[src/rtl/raster_pkg.sv]
// rtl/raster_pkg.sv - opcodes, FSM encoding and instruction field layout for the raster engine
package raster_pkg;

    localparam int OP_NOP   = 0;
    localparam int OP_TRI   = 1;
    localparam int OP_RECT  = 2;
    localparam int OP_CLEAR = 3;

    typedef enum logic [2:0] {
        S_IDLE,
        S_SETUP,
        S_SCAN,
        S_DRAIN,
        S_DONE
    } state_t;

    function automatic int instr_width(input int xb, input int yb, input int cb,
                                       input int ob, input int mb);
        return ob + mb + 3 * cb + 3 * (xb + yb);
    endfunction

    // Vertex k (1..3) packs {x, y}; vertex 3 sits at the LSB end.
    function automatic int vtx_off(input int k, input int xb, input int yb);
        return (3 - k) * (xb + yb);
    endfunction

    function automatic int rgb_off(input int xb, input int yb);
        return 3 * (xb + yb);
    endfunction

    function automatic int misc_off(input int xb, input int yb, input int cb);
        return 3 * (xb + yb) + 3 * cb;
    endfunction

    function automatic int op_off(input int xb, input int yb, input int cb, input int mb);
        return 3 * (xb + yb) + 3 * cb + mb;
    endfunction

endpackage

[src/rtl/edge_eval.sv]
// rtl/edge_eval.sv - three triangle edge functions at a point plus the two-winding coverage flag
module edge_eval #(
    parameter int X_BITS = 4,
    parameter int Y_BITS = 3,
    parameter int EW     = X_BITS + Y_BITS + 3
) (
    input  logic [X_BITS-1:0]     ax,
    input  logic [Y_BITS-1:0]     ay,
    input  logic [X_BITS-1:0]     bx,
    input  logic [Y_BITS-1:0]     by,
    input  logic [X_BITS-1:0]     cx,
    input  logic [Y_BITS-1:0]     cy,
    input  logic [X_BITS-1:0]     px,
    input  logic [Y_BITS-1:0]     py,
    output logic signed [EW-1:0]  e_ab,
    output logic signed [EW-1:0]  e_bc,
    output logic signed [EW-1:0]  e_ca,
    output logic                  covered
);

    function automatic logic signed [EW-1:0] edge_fn(
        input logic signed [EW-1:0] ux, input logic signed [EW-1:0] uy,
        input logic signed [EW-1:0] vx, input logic signed [EW-1:0] vy,
        input logic signed [EW-1:0] qx, input logic signed [EW-1:0] qy);
        return (vx - ux) * (qy - uy) - (vy - uy) * (qx - ux);
    endfunction

    logic signed [EW-1:0] sax, say, sbx, sby, scx, scy, spx, spy;
    logic                 all_ge, all_le;

    always_comb begin
        sax = EW'(ax);
        say = EW'(ay);
        sbx = EW'(bx);
        sby = EW'(by);
        scx = EW'(cx);
        scy = EW'(cy);
        spx = EW'(px);
        spy = EW'(py);
        e_ab = edge_fn(sax, say, sbx, sby, spx, spy);
        e_bc = edge_fn(sbx, sby, scx, scy, spx, spy);
        e_ca = edge_fn(scx, scy, sax, say, spx, spy);
        // Zero counts on both sides so edge pixels are drawn for either winding.
        all_ge  = !e_ab[EW-1] && !e_bc[EW-1] && !e_ca[EW-1];
        all_le  = (e_ab[EW-1] || e_ab == '0) && (e_bc[EW-1] || e_bc == '0)
               && (e_ca[EW-1] || e_ca == '0);
        covered = all_ge || all_le;
    end

endmodule

[src/rtl/raster_engine.sv]
// rtl/raster_engine.sv - instruction-driven bounding-box rasterizer streaming covered pixels
module raster_engine
    import raster_pkg::*;
#(
    parameter int X_BITS     = 4,
    parameter int Y_BITS     = 3,
    parameter int COLOR_BITS = 8,
    parameter int OP_BITS    = 2,
    parameter int MISC_BITS  = 9,
    parameter int INSTR_W    = instr_width(X_BITS, Y_BITS, COLOR_BITS, OP_BITS, MISC_BITS)
) (
    input  logic                    clk,
    input  logic                    reset,
    input  logic                    instr_valid,
    output logic                    instr_ready,
    input  logic [INSTR_W-1:0]      instruction,
    output logic                    pix_valid,
    input  logic                    pix_ready,
    output logic [X_BITS-1:0]       pix_x,
    output logic [Y_BITS-1:0]       pix_y,
    output logic [3*COLOR_BITS-1:0] pix_rgb,
    output logic                    busy,
    output logic                    prim_done
);

    localparam int EW       = X_BITS + Y_BITS + 3;
    localparam int RGB_W    = 3 * COLOR_BITS;
    localparam int V1_OFF   = vtx_off(1, X_BITS, Y_BITS);
    localparam int V2_OFF   = vtx_off(2, X_BITS, Y_BITS);
    localparam int V3_OFF   = vtx_off(3, X_BITS, Y_BITS);
    localparam int RGB_OFF  = rgb_off(X_BITS, Y_BITS);
    localparam int MISC_OFF = misc_off(X_BITS, Y_BITS, COLOR_BITS);
    localparam int OP_OFF   = op_off(X_BITS, Y_BITS, COLOR_BITS, MISC_BITS);

    state_t state, state_nx;

    logic [OP_BITS-1:0] op_q;
    logic [RGB_W-1:0]   rgb_q;
    logic [X_BITS-1:0]  x1_q, x2_q, x3_q, xmin, xmax, cx, bx_lo, bx_hi, ev_px;
    logic [Y_BITS-1:0]  y1_q, y2_q, y3_q, ymin, ymax, cy, by_lo, by_hi, ev_py;

    logic signed [EW-1:0] e_ab, e_bc, e_ca;
    logic tri_cov, is_tri, is_clear, zero_area;
    logic accept, stall, scan_adv, scan_last, load;
    logic unused_bits;

    assign is_tri    = (op_q == OP_BITS'(OP_TRI));
    assign is_clear  = (op_q == OP_BITS'(OP_CLEAR));
    assign accept    = instr_valid && instr_ready;
    assign stall     = pix_valid && !pix_ready;
    assign scan_adv  = (state == S_SCAN) && !stall;
    assign scan_last = (cx == xmax) && (cy == ymax);
    assign load      = scan_adv && (!is_tri || tri_cov);
    assign zero_area = (e_ab == '0);

    // During SETUP the evaluator sees vertex 3, so E_ab(c) is the doubled signed area.
    assign ev_px = (state == S_SETUP) ? x3_q : cx;
    assign ev_py = (state == S_SETUP) ? y3_q : cy;

    edge_eval #(
        .X_BITS (X_BITS),
        .Y_BITS (Y_BITS),
        .EW     (EW)
    ) u_edge_eval (
        .ax      (x1_q),
        .ay      (y1_q),
        .bx      (x2_q),
        .by      (y2_q),
        .cx      (x3_q),
        .cy      (y3_q),
        .px      (ev_px),
        .py      (ev_py),
        .e_ab    (e_ab),
        .e_bc    (e_bc),
        .e_ca    (e_ca),
        .covered (tri_cov)
    );

    assign unused_bits = ^{instruction[MISC_OFF +: MISC_BITS], e_bc, e_ca};

    always_comb begin
        bx_lo = (x1_q < x2_q) ? x1_q : x2_q;
        bx_hi = (x1_q < x2_q) ? x2_q : x1_q;
        by_lo = (y1_q < y2_q) ? y1_q : y2_q;
        by_hi = (y1_q < y2_q) ? y2_q : y1_q;
        if (is_tri) begin
            if (x3_q < bx_lo) bx_lo = x3_q;
            if (x3_q > bx_hi) bx_hi = x3_q;
            if (y3_q < by_lo) by_lo = y3_q;
            if (y3_q > by_hi) by_hi = y3_q;
        end else if (is_clear) begin
            bx_lo = '0;
            bx_hi = '1;
            by_lo = '0;
            by_hi = '1;
        end
    end

    always_ff @(posedge clk) begin
        if (reset) state <= S_IDLE;
        else       state <= state_nx;
    end

    always_comb begin
        state_nx = state;
        case (state)
            S_IDLE: begin
                if (accept)
                    state_nx = (instruction[OP_OFF +: OP_BITS] == OP_BITS'(OP_NOP)) ? S_DONE : S_SETUP;
            end
            S_SETUP: state_nx = (is_tri && zero_area) ? S_DONE : S_SCAN;
            S_SCAN:  if (scan_adv && scan_last) state_nx = S_DRAIN;
            S_DRAIN: if (!pix_valid || pix_ready) state_nx = S_DONE;
            S_DONE:  state_nx = S_IDLE;
            default: state_nx = S_IDLE;
        endcase
    end

    always_comb begin
        instr_ready = (state == S_IDLE);
        busy        = (state != S_IDLE);
        prim_done   = (state == S_DONE);
    end

    always_ff @(posedge clk) begin
        if (reset) begin
            op_q      <= '0;
            rgb_q     <= '0;
            x1_q      <= '0;
            y1_q      <= '0;
            x2_q      <= '0;
            y2_q      <= '0;
            x3_q      <= '0;
            y3_q      <= '0;
            xmin      <= '0;
            xmax      <= '0;
            ymin      <= '0;
            ymax      <= '0;
            cx        <= '0;
            cy        <= '0;
            pix_valid <= 1'b0;
            pix_x     <= '0;
            pix_y     <= '0;
            pix_rgb   <= '0;
        end else begin
            if (accept) begin
                op_q  <= instruction[OP_OFF +: OP_BITS];
                rgb_q <= instruction[RGB_OFF +: RGB_W];
                x1_q  <= instruction[V1_OFF + Y_BITS +: X_BITS];
                y1_q  <= instruction[V1_OFF +: Y_BITS];
                x2_q  <= instruction[V2_OFF + Y_BITS +: X_BITS];
                y2_q  <= instruction[V2_OFF +: Y_BITS];
                x3_q  <= instruction[V3_OFF + Y_BITS +: X_BITS];
                y3_q  <= instruction[V3_OFF +: Y_BITS];
            end
            if (state == S_SETUP) begin
                xmin <= bx_lo;
                xmax <= bx_hi;
                ymin <= by_lo;
                ymax <= by_hi;
                cx   <= bx_lo;
                cy   <= by_lo;
            end else if (scan_adv && !scan_last) begin
                // Compare before incrementing so a bbox at the screen edge never wraps.
                if (cx == xmax) begin
                    cx <= xmin;
                    cy <= cy + Y_BITS'(1);
                end else begin
                    cx <= cx + X_BITS'(1);
                end
            end
            if (load) begin
                pix_valid <= 1'b1;
                pix_x     <= cx;
                pix_y     <= cy;
                pix_rgb   <= rgb_q;
            end else if (pix_valid && pix_ready) begin
                pix_valid <= 1'b0;
            end
        end
    end

endmodule

[config.mk]
export PLATFORM = sky130hd
export DESIGN_NAME = raster_engine
export DESIGN_NICKNAME = d
export VERILOG_FILES = /design/src/rtl/raster_pkg.sv /design/src/rtl/edge_eval.sv /design/src/rtl/raster_engine.sv
export SDC_FILE = /design/constraint.sdc
export NUM_CORES = 1
export LEC_CHECK = 0
export CAP_MARGIN = 20
export CORE_MARGIN = 5
export CORE_UTILIZATION = 60
export CTS_CLUSTER_DIAMETER = 30
export DETAILED_ROUTE_END_ITERATION = 8
export PLACE_DENSITY = 0.93
export SETUP_SLACK_MARGIN = 0.5
export SLEW_MARGIN = 20
export SYNTH_ARGS = -nofsm -noshare
export SYNTH_HDL_FRONTEND = slang
export SYNTH_HIERARCHICAL = 1
export SYNTH_SLANG_ARGS = --single-unit
[constraint.sdc]
create_clock -name clk -period 9 [get_ports clk]
set_input_delay 1.8 -clock clk [delete_from_list [all_inputs] [get_ports clk]]
set_output_delay 1.8 -clock clk [all_outputs]
set_load 0.02 [all_outputs]
==> impl_results.rst, run 1 <==
.. list-table::
   :header-rows: 1

   * - Metric
     - Value
   * - Max clock buf depth
     - 2
   * - Synthesis-to-layout area growth
     - 12.5%
   * - Antenna violation net count after detailed routing
     - 0
   * - Cell count of the worst reg-to-reg path
     - 32
   * - Hold_sp
     - rgb_q[19]
   * - Worst reg-to-reg setup slack
     - 0.76 ns
   * - Clock latency at the later pin of the worst-skew pair
     - 0.35 ns
   * - Via-to-Cell Ratio
     - about 5.8
   * - Worst hold path cell count
     - 2
   * - Proportion of layout cells with a drive suffix above 1
     - 0.0420
   * - DPL Wire Length
     - about 21000 µm
   * - Path type of the worst setup path
     - register to register
   * - Final weighted congestion in routability-driven placement
     - a little under 0.9
   * - Capture point of the worst reg-to-reg path
     - pix_rgb[15]
   * - Headroom to the max-slew limit
     - 0.333
   * - Length of routed met3 wiring
     - 1750 µm
   * - Mean area per synthesized cell
     - 8.39 µm²
   * - Top routing layer used
     - met4
   * - Overall fraction of global-route tracks in use
     - 0.254
   * - Maximum number of pins on one net before global-route repair
     - 100
   * - Final setup violation count
     - 0
   * - Post-synthesis instance total
     - between 1000 and 1500
   * - Via count
     - 9566
   * - Highest achievable clock rate
     - ~0.12 GHz
   * - RSZ-0062 raised after global routing
     - false
   * - Clock buffer count from CTS
     - 9
   * - Grt total ovfl
     - 0
   * - DRC Markers
     - 0
   * - Transition time at the pin with the least slew margin
     - 1.00 ns
   * - Setup TNS
     - 0 ns
   * - Outcome
     - completed
   * - Number of global-route vias before repair
     - roughly 9900
   * - Worst R2R Start
     - state[2]
   * - Number of diodes added for antenna fixing
     - 0
   * - Placeable core region
     - 18500 µm²
   * - Stage delay of the slowest cell on the critical path
     - 0.52 ns
   * - Die Ht
     - 147 µm
   * - Clock tree from TritonCTS
     - yes
   * - YS warnings
     - 6
   * - CP delay by family, top
     - adder cells
   * - Post-CTS setup buffer count
     - 0
   * - Drt first pass iters
     - 7
   * - Final period demand of the worst path
     - 8.24 ns
   * - Cell with the most instances on the worst path
     - sky130_fd_sc_hd__fa_1
   * - CP max stage cell
     - sky130_fd_sc_hd__fa_1
   * - Routed length on met2
     - 14200 µm
   * - Crit. End Element
     - register
   * - Nets in the synthesized netlist
     - 1655
   * - Floorplan die area
     - 21500 µm²
   * - Final nets
     - 1720
   * - Tcrit/Tclk final
     - 0.916
   * - Signal arrival time at the worst endpoint
     - 8.49 ns
   * - Clock root buffer
     - sky130_fd_sc_hd__clkbuf_16
   * - Reg clk slew, reported paths
     - around 0.07 ns
   * - Setup Skew
     - ~0.0060 ns
   * - Sum of buffers and inverters on the critical path
     - 6
   * - Routed length on met1
     - 10700 µm
   * - Detailed router's first-iteration violation count
     - 841
   * - Clock Sinks
     - 100
   * - Final Hold Vio Count
     - 0
   * - Routed wirelength normalized by instance count
     - ~17 µm
   * - Largest fanout on the critical path
     - 31
   * - Req. time, crit path
     - approximately 9.3 ns
   * - Max Cap Violations
     - 0
   * - Hold endpoint
     - pix_rgb[19]
   * - Final slew viol count
     - 0
   * - Worst hold path type
     - register to register
   * - Count of standard-cell rows
     - 50
   * - Starting utilization of the core area
     - 0.605
   * - Post-Syn Area
     - 11200 µm²
   * - Antenna violations before repair
     - 0
   * - Count of H-tree levels built during CTS
     - 3
   * - Startpoint types
     - register
   * - Aggregate routed wire length
     - 27700 µm
   * - Overall die width
     - 147 µm
   * - First-pass GRT wire length
     - about 46000 µm
   * - I/O pin total
     - 95
   * - Number of buffers inserted by port buffering
     - 85
[worst max path at each step]
stage	from	endpoint	slack, ns	cells after the start
2_1_floorplan	state[0]	pix_rgb[10]	1.47	32
3_3_place_gp	state[1]	pix_rgb[17]	0.88	27
3_5_place_dp	state[1]	pix_rgb[21]	0.65	29
4_1_cts	state[1]	pix_rgb[15]	0.52	29
5_1_grt	state[2]	pix_rgb[15]	0.49	32
6_report	state[2]	pix_rgb[15]	0.76	32
[layer usage]
metal / up-vias / track usage
met5: - / 0
met4: 0 / 0.0875
met3: 105 / 0.0304
li1: 4462 / -
met2: 387 / 0.457
met1: 4612 / 0.315
[timing repair]
| action | CTS | global route |
|---|---|---|
| hold buffers | 0 | 0 |
| endpoints found under the setup margin | 0 | 32 |
| hold endpoints to repair | 0 | 0 |
| gates resized for setup | 0 | 8 |
[area by class of cell]
class / count / area [µm²]
tap: 234 / 293
fill: 1361 / 5920
inverter: 187 / 702
timing repair buffer: 92 / 922
sequential: 100 / 2000
clock buffer: 9 / 225
clock inverter: 7 / 68.8
multi-input combinational: 1010 / 8380
[per-stage QoR]
step | hold WS (ns) | setup slack (ns) | utilization | std cells | area [µm²]
2_1_floorplan | 0.432 | 1.47 | - | 1335 | 11200
3_3_place_gp | 0.436 | 0.875 | 0.661 | 1622 | 12200
3_5_place_dp | 0.446 | 0.650 | 0.661 | 1622 | 12200
4_1_cts | 0.452 | 0.516 | 0.677 | 1638 | 12500
5_1_grt | 0.474 | 0.486 | 0.680 | 1639 | 12600
6_report | 0.455 | 0.760 | 0.680 | 1639 | 12600
[cell usage in the layout (no fill, tap or decap), drive strengths merged, types with 4 or more instances in the layout]
cell type and count:
and2 17, or3 4, xor2 23, o21a 5
dfxtp 100, a21oi 128, fa 117, buf 8
inv 190, a21o 28, nor2 63, or2 5
or4 7, nor2b 28, nand2 233, nand2b 29
clkbuf 9, nor4 4, mux2i 9, a31oi 7
xnor2 45, clkdlybuf4s50 84, nand3 11, o21ai 32
ha 143, nor3 10, o21bai 5
[state kept, by name, summed over array words and instances (netlist names), 4 cells and up]
register / flops
pix_rgb: 24
xmax: 4
x2_q: 4
rgb_q: 24
x1_q: 4
cx: 4
pix_x: 4
xmin: 4
x3_q: 4
[worst reg2reg max path: cells and delay by family (launching register included)]
| kind | cells | cell delay [ns] |
|---|---|---|
| AO/OA/AOI/OAI | 8 | 1.72 |
| XOR/XNOR | 1 | 0.11 |
| adder cells (fa/ha/maj) | 8 | 3.17 |
| buffers and inverters | 6 | 0.98 |
| flip-flops | 1 | 0.38 |
| AND/OR/NAND/NOR | 9 | 1.77 |
Power of run 1 is not shown: default switching activity piles up to over one toggle a cycle in this logic, so the estimate is an artifact.
==> inputs of run 2 (changes only) <==
--- a/config.mk
+++ b/config.mk
@@ -7,3 +7,3 @@
 export LEC_CHECK = 0
-export CAP_MARGIN = 20
+export CAP_MARGIN = 25
 export CORE_MARGIN = 5
@@ -17,3 +17,2 @@
 export SYNTH_HDL_FRONTEND = slang
-export SYNTH_HIERARCHICAL = 1
 export SYNTH_SLANG_ARGS = --single-unit
==> constraint.sdc (replaced) <==
create_clock -name clk -period 9 [get_ports clk]
set_input_delay 2.25 -clock clk [delete_from_list [all_inputs] [get_ports clk]]
set_output_delay 2.25 -clock clk [all_outputs]
set_load 0.02 [all_outputs]
==> run 2 against run 1 <==
Against the previous run:
- critical path depth down 10
- clock skew rose by 0.0010 ns
- final cell count fell by 3.7%
- utilization rose by 0.81 points
- critical endpoint is now pix_rgb[6]
- highest routed layer unchanged
==> impl_results.rst, run 2 <==
.. list-table::
   :header-rows: 1

   * - Metric
     - Value
   * - Final slew viol count
     - 0
   * - Largest registers ranked by flip-flop count
     - pix_rgb (24), rgb_q (24)
   * - Final nets
     - 1660
   * - Most common flop cell mapped by yosys
     - sky130_fd_sc_hd__dfxtp_1
   * - Count of standard-cell rows
     - 49
   * - Clock tree from TritonCTS
     - yes
   * - Die Ht
     - around 150 µm
   * - Worst reg-to-reg setup slack
     - 0.88 ns
   * - YS warnings
     - 0
   * - Storage cell area
     - 2000 µm²
   * - Clock root buffer
     - sky130_fd_sc_hd__clkbuf_16
   * - Transition time at the pin with the least slew margin
     - roughly 1 ns
   * - Highest achievable clock rate
     - approximately 0.12 GHz
   * - Global routing usage on met2
     - 0.437
   * - Total area of multi-input combinational cells
     - slightly above 8000 µm²
   * - Detailed router's first-iteration violation count
     - 820
   * - Async set-reset flop share out of synthesis
     - 0
   * - Synthesis-to-layout area growth
     - 12.0%
   * - Nets in the synthesized netlist
     - 1600
   * - I/O pin total
     - 95
   * - Floorplan die area
     - 21300 µm²
   * - Top cells by count, synth
     - sky130_fd_sc_hd__inv_1 (173), sky130_fd_sc_hd__nand2_1 (153), sky130_fd_sc_hd__ha_1 (137)
   * - Final setup violation count
     - 0
   * - Req. time, crit path
     - 9.21 ns
   * - EDFF count, synth
     - 0
   * - Startpoint types
     - register
   * - Worst hold path type
     - register to register
   * - Mean area per synthesized cell
     - 8.65 µm²
   * - Largest fanout on the critical path
     - 31
   * - Signal arrival time at the worst endpoint
     - between 8 and 9 ns
   * - RSZ-0062 raised after global routing
     - false
   * - Number of different library cells in the post-synthesis netlist
     - 60
   * - Headroom to the max-slew limit
     - 0.323
   * - Met3 track demand over resource
     - 0.0375
   * - Maximum number of pins on one net before global-route repair
     - 131
   * - Crit. End Element
     - register
   * - Placed Instance Area
     - 12100 µm²
   * - Most frequent cells in the layout
     - sky130_fd_sc_hd__inv_1 (173), sky130_fd_sc_hd__nand2_1 (153), sky130_fd_sc_hd__ha_1 (137)
   * - Via count
     - ~9300
   * - Cell count of the worst reg-to-reg path
     - 22
   * - Tcrit/Tclk final
     - 0.902
   * - Clock latency at the later pin of the worst-skew pair
     - 0.35 ns
   * - Max clock buf depth
     - 2
   * - Part of the Yosys area used for sequential elements
     - 0.180
   * - Count of H-tree levels built during CTS
     - 3
   * - Clock Sinks
     - 100
   * - Path type of the worst setup path
     - register to register
   * - Final core utilization
     - 0.688
   * - First-pass GRT wire length
     - between 40000 and 50000 µm
   * - Final period demand of the worst path
     - slightly above 8 ns
   * - Via-to-Cell Ratio
     - 5.87
   * - Grt total ovfl
     - 0
   * - Final worst hold slack
     - roughly 0.46 ns
   * - Busiest grt layer
     - met2
   * - Worst hold path cell count
     - 2
   * - Number of diodes added for antenna fixing
     - 0
   * - Antenna violation net count after detailed routing
     - 0
   * - Overall fraction of global-route tracks in use
     - 0.252
   * - Number of flip-flops and latches in the synthesized netlist
     - 100
   * - Biggest area consumer among synthesized cells
     - sky130_fd_sc_hd__fa_1
   * - DPL Wire Length
     - 20900 µm
   * - Library cell with the highest instance count after synthesis
     - sky130_fd_sc_hd__inv_1
   * - Overall die width
     - 146 µm
   * - Antenna violations before repair
     - 0
   * - Post-synthesis instance total
     - 1285
   * - Routed wirelength normalized by instance count
     - 17.0 µm
   * - Setup TNS
     - 0 ns
   * - Clock buffer count from CTS
     - 9
   * - Proportion of layout cells with a drive suffix above 1
     - 0.0393
   * - Filler cell count
     - 1288
   * - Leading cell types by total area after synthesis
     - sky130_fd_sc_hd__fa_1 (21%), sky130_fd_sc_hd__dfxtp_1 (18%), sky130_fd_sc_hd__ha_1 (15%), sky130_fd_sc_hd__inv_1 (5.8%), sky130_fd_sc_hd__nand2_1 (5.2%)
   * - Max Cap Violations
     - 0
   * - Area share of the largest cell type after synthesis
     - 0.213
   * - Drt first pass iters
     - 7
   * - Setup Skew
     - 0.00698 ns
   * - Placeable core region
     - roughly 18000 µm²
   * - DRC Markers
     - 0
   * - Number of buffers inserted by port buffering
     - 85
   * - Final Hold Vio Count
     - 0
   * - Post-Syn Area
     - 11100 µm²
   * - Outcome
     - completed
   * - Commonest non-fill, non-tap cell in the layout
     - sky130_fd_sc_hd__inv_1
   * - Global routing met1 resource utilization
     - 0.321
   * - Area of all placed cells without fillers
     - 12400 µm²
   * - Starting utilization of the core area
     - 0.614
   * - Final weighted congestion in routability-driven placement
     - ~0.96
   * - Aggregate routed wire length
     - 26900 µm
   * - Post-CTS setup buffer count
     - 0
   * - Number of global-route vias before repair
     - approximately 9800
   * - Reg clk slew, reported paths
     - approximately 0.070 ns
[run 2: metrics by stage]
stage	instances	setup WS, ns
final	1579	0.880
after floorplan	1285	1.73
after CTS	1579	0.667
after global placement	1563	0.969
after global routing	1579	0.587
after detailed placement	1563	0.695
[run 2: final timing paths]
path,from,to
setup / recovery,state[0],pix_rgb[6]
hold / removal,rgb_q[1],rgb_q[1]
setup reg to reg,state[0],pix_rgb[6]
hold reg to reg,rgb_q[1],rgb_q[1]
[run 2: per-layer routing]
| layer | wire (µm) | up-vias |
|---|---|---|
| li1 | - | 4353 |
| met1 | 10700 | 4464 |
| met2 | 13500 | 363 |
| met3 | 1740 | 89 |
| met4 | 883 | 0 |
| met5 | 0 | - |
[run 2: cells by family after synthesis]
kind of cell             share of synthesized area
AO/OA/AOI/OAI                                0.127
XOR/XNOR                                    0.0528
adder cells (fa/ha/maj)                      0.367
buffers and inverters                       0.0747
flip-flops                                   0.180
multiplexers                                0.0144
AND/OR/NAND/NOR                              0.184
[run 2: timing repair]
action,CTS,global route
resized for setup,0,5
hold buffers,0,0
endpoints found under the setup margin,0,32
[run 2: final cells by class]
| type | instances | share of cell area |
|---|---|---|
| sequential | 100 | 0.161 |
| clock inverter | 5 | 0.00483 |
| tap | 229 | 0.0230 |
| clock buffer | 11 | 0.0195 |
| multi-input combinational | 969 | 0.667 |
| inverter | 173 | 0.0522 |
| timing repair buffer | 92 | 0.0727 |
[run 2: worst max-delay path, cell delays in order (launching register included)]
cell	delay, ns
sky130_fd_sc_hd__dfxtp_1	0.54
sky130_fd_sc_hd__or3b_2	0.74
sky130_fd_sc_hd__o21ai_0	0.71
sky130_fd_sc_hd__ha_1	0.39
sky130_fd_sc_hd__o21ai_0	0.09
sky130_fd_sc_hd__nand2b_1	0.17
sky130_fd_sc_hd__or2_2	0.38
sky130_fd_sc_hd__fa_1	0.53
sky130_fd_sc_hd__fa_1	0.55
sky130_fd_sc_hd__inv_1	0.06
sky130_fd_sc_hd__fa_1	0.54
sky130_fd_sc_hd__inv_1	0.06
sky130_fd_sc_hd__fa_1	0.48
sky130_fd_sc_hd__ha_1	0.31
sky130_fd_sc_hd__ha_1	0.32
sky130_fd_sc_hd__or2_2	0.32
sky130_fd_sc_hd__a21oi_1	0.17
sky130_fd_sc_hd__a31oi_1	0.08
sky130_fd_sc_hd__xnor2_1	0.39
sky130_fd_sc_hd__a31oi_1	0.19
sky130_fd_sc_hd__o311ai_4	0.37
sky130_fd_sc_hd__and2_4	0.42
sky130_fd_sc_hd__o21ai_0	0.17
Power of run 2 is left out for the same reason.
==> inputs of run 3 (changes only) <==
Settings changed: SLEW_MARGIN 20 to 10.
==> run 3 against run 2 <==
Against the previous run:
- maximum frequency hardly changed
- non-clock buffer count is 1 higher
- global-route usage stayed put
- die area stayed put
- flip-flop and latch count stayed put
- critical path depth stayed put
- clock-buffer cell count stayed put
- highest routed layer unchanged
- sequential share of layout area hardly changed
- setup slack worse by 0.0018 ns
==> impl_results.rst, run 3 (synthesis gave the netlist of run 2 again) <==
.. list-table::
   :header-rows: 1

   * - Metric
     - Value
   * - Headroom to the max-slew limit
     - 0.339
   * - Clock tree from TritonCTS
     - yes
   * - Signal arrival time at the worst endpoint
     - 8.34 ns
   * - Final setup violation count
     - 0
   * - Largest registers ranked by flip-flop count
     - pix_rgb (24), rgb_q (24)
   * - Cell with the most instances on the worst path
     - sky130_fd_sc_hd__fa_1
   * - Number of diodes added for antenna fixing
     - 0
   * - Cell chain of the critical path
     - or3b_2 > o21ai_0 > ha_1 > o21ai_0 > nand2b_1 > or2_2 > fa_1 > fa_1 > inv_1 > fa_1 > inv_1 > fa_1 > ha_1 > ha_1 > or2_2 > a21oi_1 > a31oi_1 > xnor2_1 > a31oi_1 > o311ai_4 > and2_4 > o21ai_0
   * - Stage delay of the slowest cell on the critical path
     - 0.74 ns
   * - Grt total ovfl
     - 0
   * - Met3 track demand over resource
     - 0.0375
   * - DRC Markers
     - 0
   * - Storage cell area
     - 2000 µm²
   * - Largest fanout on the critical path
     - 31
   * - Proportion of layout cells with a drive suffix above 1
     - 0.0400
   * - Overall fraction of global-route tracks in use
     - 0.252
   * - Antenna violation net count after detailed routing
     - 0
   * - Overall die width
     - 146 µm
   * - Clock buffer count from CTS
     - 9
   * - Sum of buffers and inverters on the critical path
     - 2
   * - Filler cell count
     - 1282
   * - Total area of multi-input combinational cells
     - between 8000 and 9000 µm²
   * - Antenna violations before repair
     - 0
   * - Detailed router's first-iteration violation count
     - 915
   * - Synthesis-to-layout area growth
     - 12.3%
   * - Path type of the worst setup path
     - register to register
   * - Final weighted congestion in routability-driven placement
     - ~0.96
   * - Setup Skew
     - approximately 0.0049 ns
   * - Req. time, crit path
     - 9.21 ns
   * - Busiest grt layer
     - met2
   * - Final Hold Vio Count
     - 0
   * - Via count
     - 9272
   * - Outcome
     - completed
   * - Clock latency at the later pin of the worst-skew pair
     - 0.35 ns
   * - Number of buffers inserted by port buffering
     - between 80 and 90
   * - Setup TNS
     - 0 ns
   * - Final slew viol count
     - 0
   * - Clock Sinks
     - 100
   * - Count of standard-cell rows
     - 49
   * - I/O pin total
     - 95
   * - Tcrit/Tclk final
     - 0.902
   * - Max clock buf depth
     - 2
   * - Count of H-tree levels built during CTS
     - 3
   * - Drt first pass iters
     - 6
   * - CP delay by family, top
     - adder cells
   * - DPL Wire Length
     - roughly 21000 µm
   * - Transition time at the pin with the least slew margin
     - 0.992 ns
   * - First-pass GRT wire length
     - around 45000 µm
   * - Post-CTS setup buffer count
     - 0
   * - Max Cap Violations
     - 0
   * - Starting utilization of the core area
     - 0.614
   * - Reg clk slew, reported paths
     - 0.07 ns
   * - CP max stage cell
     - sky130_fd_sc_hd__or3b_2
   * - Highest achievable clock rate
     - 0.123 GHz
   * - Most frequent cells in the layout
     - sky130_fd_sc_hd__inv_1 (173), sky130_fd_sc_hd__nand2_1 (153), sky130_fd_sc_hd__ha_1 (137)
   * - Number of global-route vias before repair
     - 9769
   * - Via-to-Cell Ratio
     - 5.87
   * - Placeable core region
     - roughly 18000 µm²
   * - Maximum number of pins on one net before global-route repair
     - 131
   * - Global routing usage on met2
     - 0.437
   * - Crit. End Element
     - register
   * - Die Ht
     - 146 µm
   * - Final period demand of the worst path
     - between 8 and 9 ns
   * - Aggregate routed wire length
     - 27000 µm
   * - Clock root buffer
     - sky130_fd_sc_hd__clkbuf_16
   * - Routed wirelength normalized by instance count
     - 17.1 µm
   * - RSZ-0062 raised after global routing
     - false
   * - Final nets
     - 1661
   * - Startpoint types
     - register
   * - Floorplan die area
     - 21300 µm²
   * - Global routing met1 resource utilization
     - 0.321
   * - Worst hold path type
     - register to register
   * - Commonest non-fill, non-tap cell in the layout
     - sky130_fd_sc_hd__inv_1
run 3: cell types whose count changed in the layout (fill, tap and decap cells not counted), sizes merged:
| cell | delta |
|---|---|
| buf | +1 |
run 3: per-stage QoR:
stage / util / hold slack (ns) / instances / cell area, µm² / setup slack [ns]
6_report: 0.690 / 0.458 / 1580 / 12500 / 0.878
4_1_cts: 0.687 / 0.456 / 1579 / 12400 / 0.667
5_1_grt: 0.690 / 0.477 / 1580 / 12500 / 0.590
3_5_place_dp: 0.670 / 0.446 / 1563 / 12100 / 0.695
3_3_place_gp: 0.670 / 0.441 / 1563 / 12100 / 0.969
2_1_floorplan: - / 0.436 / 1285 / 11100 / 1.73
run 3: per-layer routing:
metal,routed length [µm],share of wire,vias up
met3,1920,0.071,87
li1,-,-,4355
met5,0,0,-
met4,888,0.033,0
met2,13500,0.50,400
met1,10600,0.39,4430
run 3: final timing paths:
check	slack, ns	cells past startpoint	from	end
min reg2reg	0.46	2	rgb_q[1]	rgb_q[1]
max	0.88	22	state[0]	pix_rgb[6]
max reg2reg	0.88	22	state[0]	pix_rgb[6]
min	0.46	2	rgb_q[1]	rgb_q[1]
run 3: final cells by class:
cell class,instances,area share
Tap cell,229,0.0230
Sequential cell,100,0.161
Timing Repair Buffer,93,0.0744
Clock buffer,11,0.0195
Inverter,173,0.0521
Multi-Input combinational cell,969,0.666
Clock inverter,5,0.00482
run 3: worst reg2reg max path, stage by stage, from the launching register on:
cell                       delay, ns
sky130_fd_sc_hd__dfxtp_1        0.54
sky130_fd_sc_hd__or3b_2         0.74
sky130_fd_sc_hd__o21ai_0        0.70
sky130_fd_sc_hd__ha_1           0.39
sky130_fd_sc_hd__o21ai_0        0.09
sky130_fd_sc_hd__nand2b_1       0.17
sky130_fd_sc_hd__or2_2          0.37
sky130_fd_sc_hd__fa_1           0.53
sky130_fd_sc_hd__fa_1           0.55
sky130_fd_sc_hd__inv_1          0.06
sky130_fd_sc_hd__fa_1           0.54
sky130_fd_sc_hd__inv_1          0.06
sky130_fd_sc_hd__fa_1           0.48
sky130_fd_sc_hd__ha_1           0.31
sky130_fd_sc_hd__ha_1           0.32
sky130_fd_sc_hd__or2_2          0.32
sky130_fd_sc_hd__a21oi_1        0.17
sky130_fd_sc_hd__a31oi_1        0.08
sky130_fd_sc_hd__xnor2_1        0.39
sky130_fd_sc_hd__a31oi_1        0.19
sky130_fd_sc_hd__o311ai_4       0.37
sky130_fd_sc_hd__and2_4         0.42
sky130_fd_sc_hd__o21ai_0        0.19
run 3: repair_timing:
| action | in CTS | in global routing |
|---|---|---|
| setup endpoints to repair | 0 | 32 |
| gates resized for setup | 0 | 5 |
| hold buffers | 0 | 0 |
| endpoints found under the hold margin | 0 | 0 |
Power of run 3 is left out for the same reason.
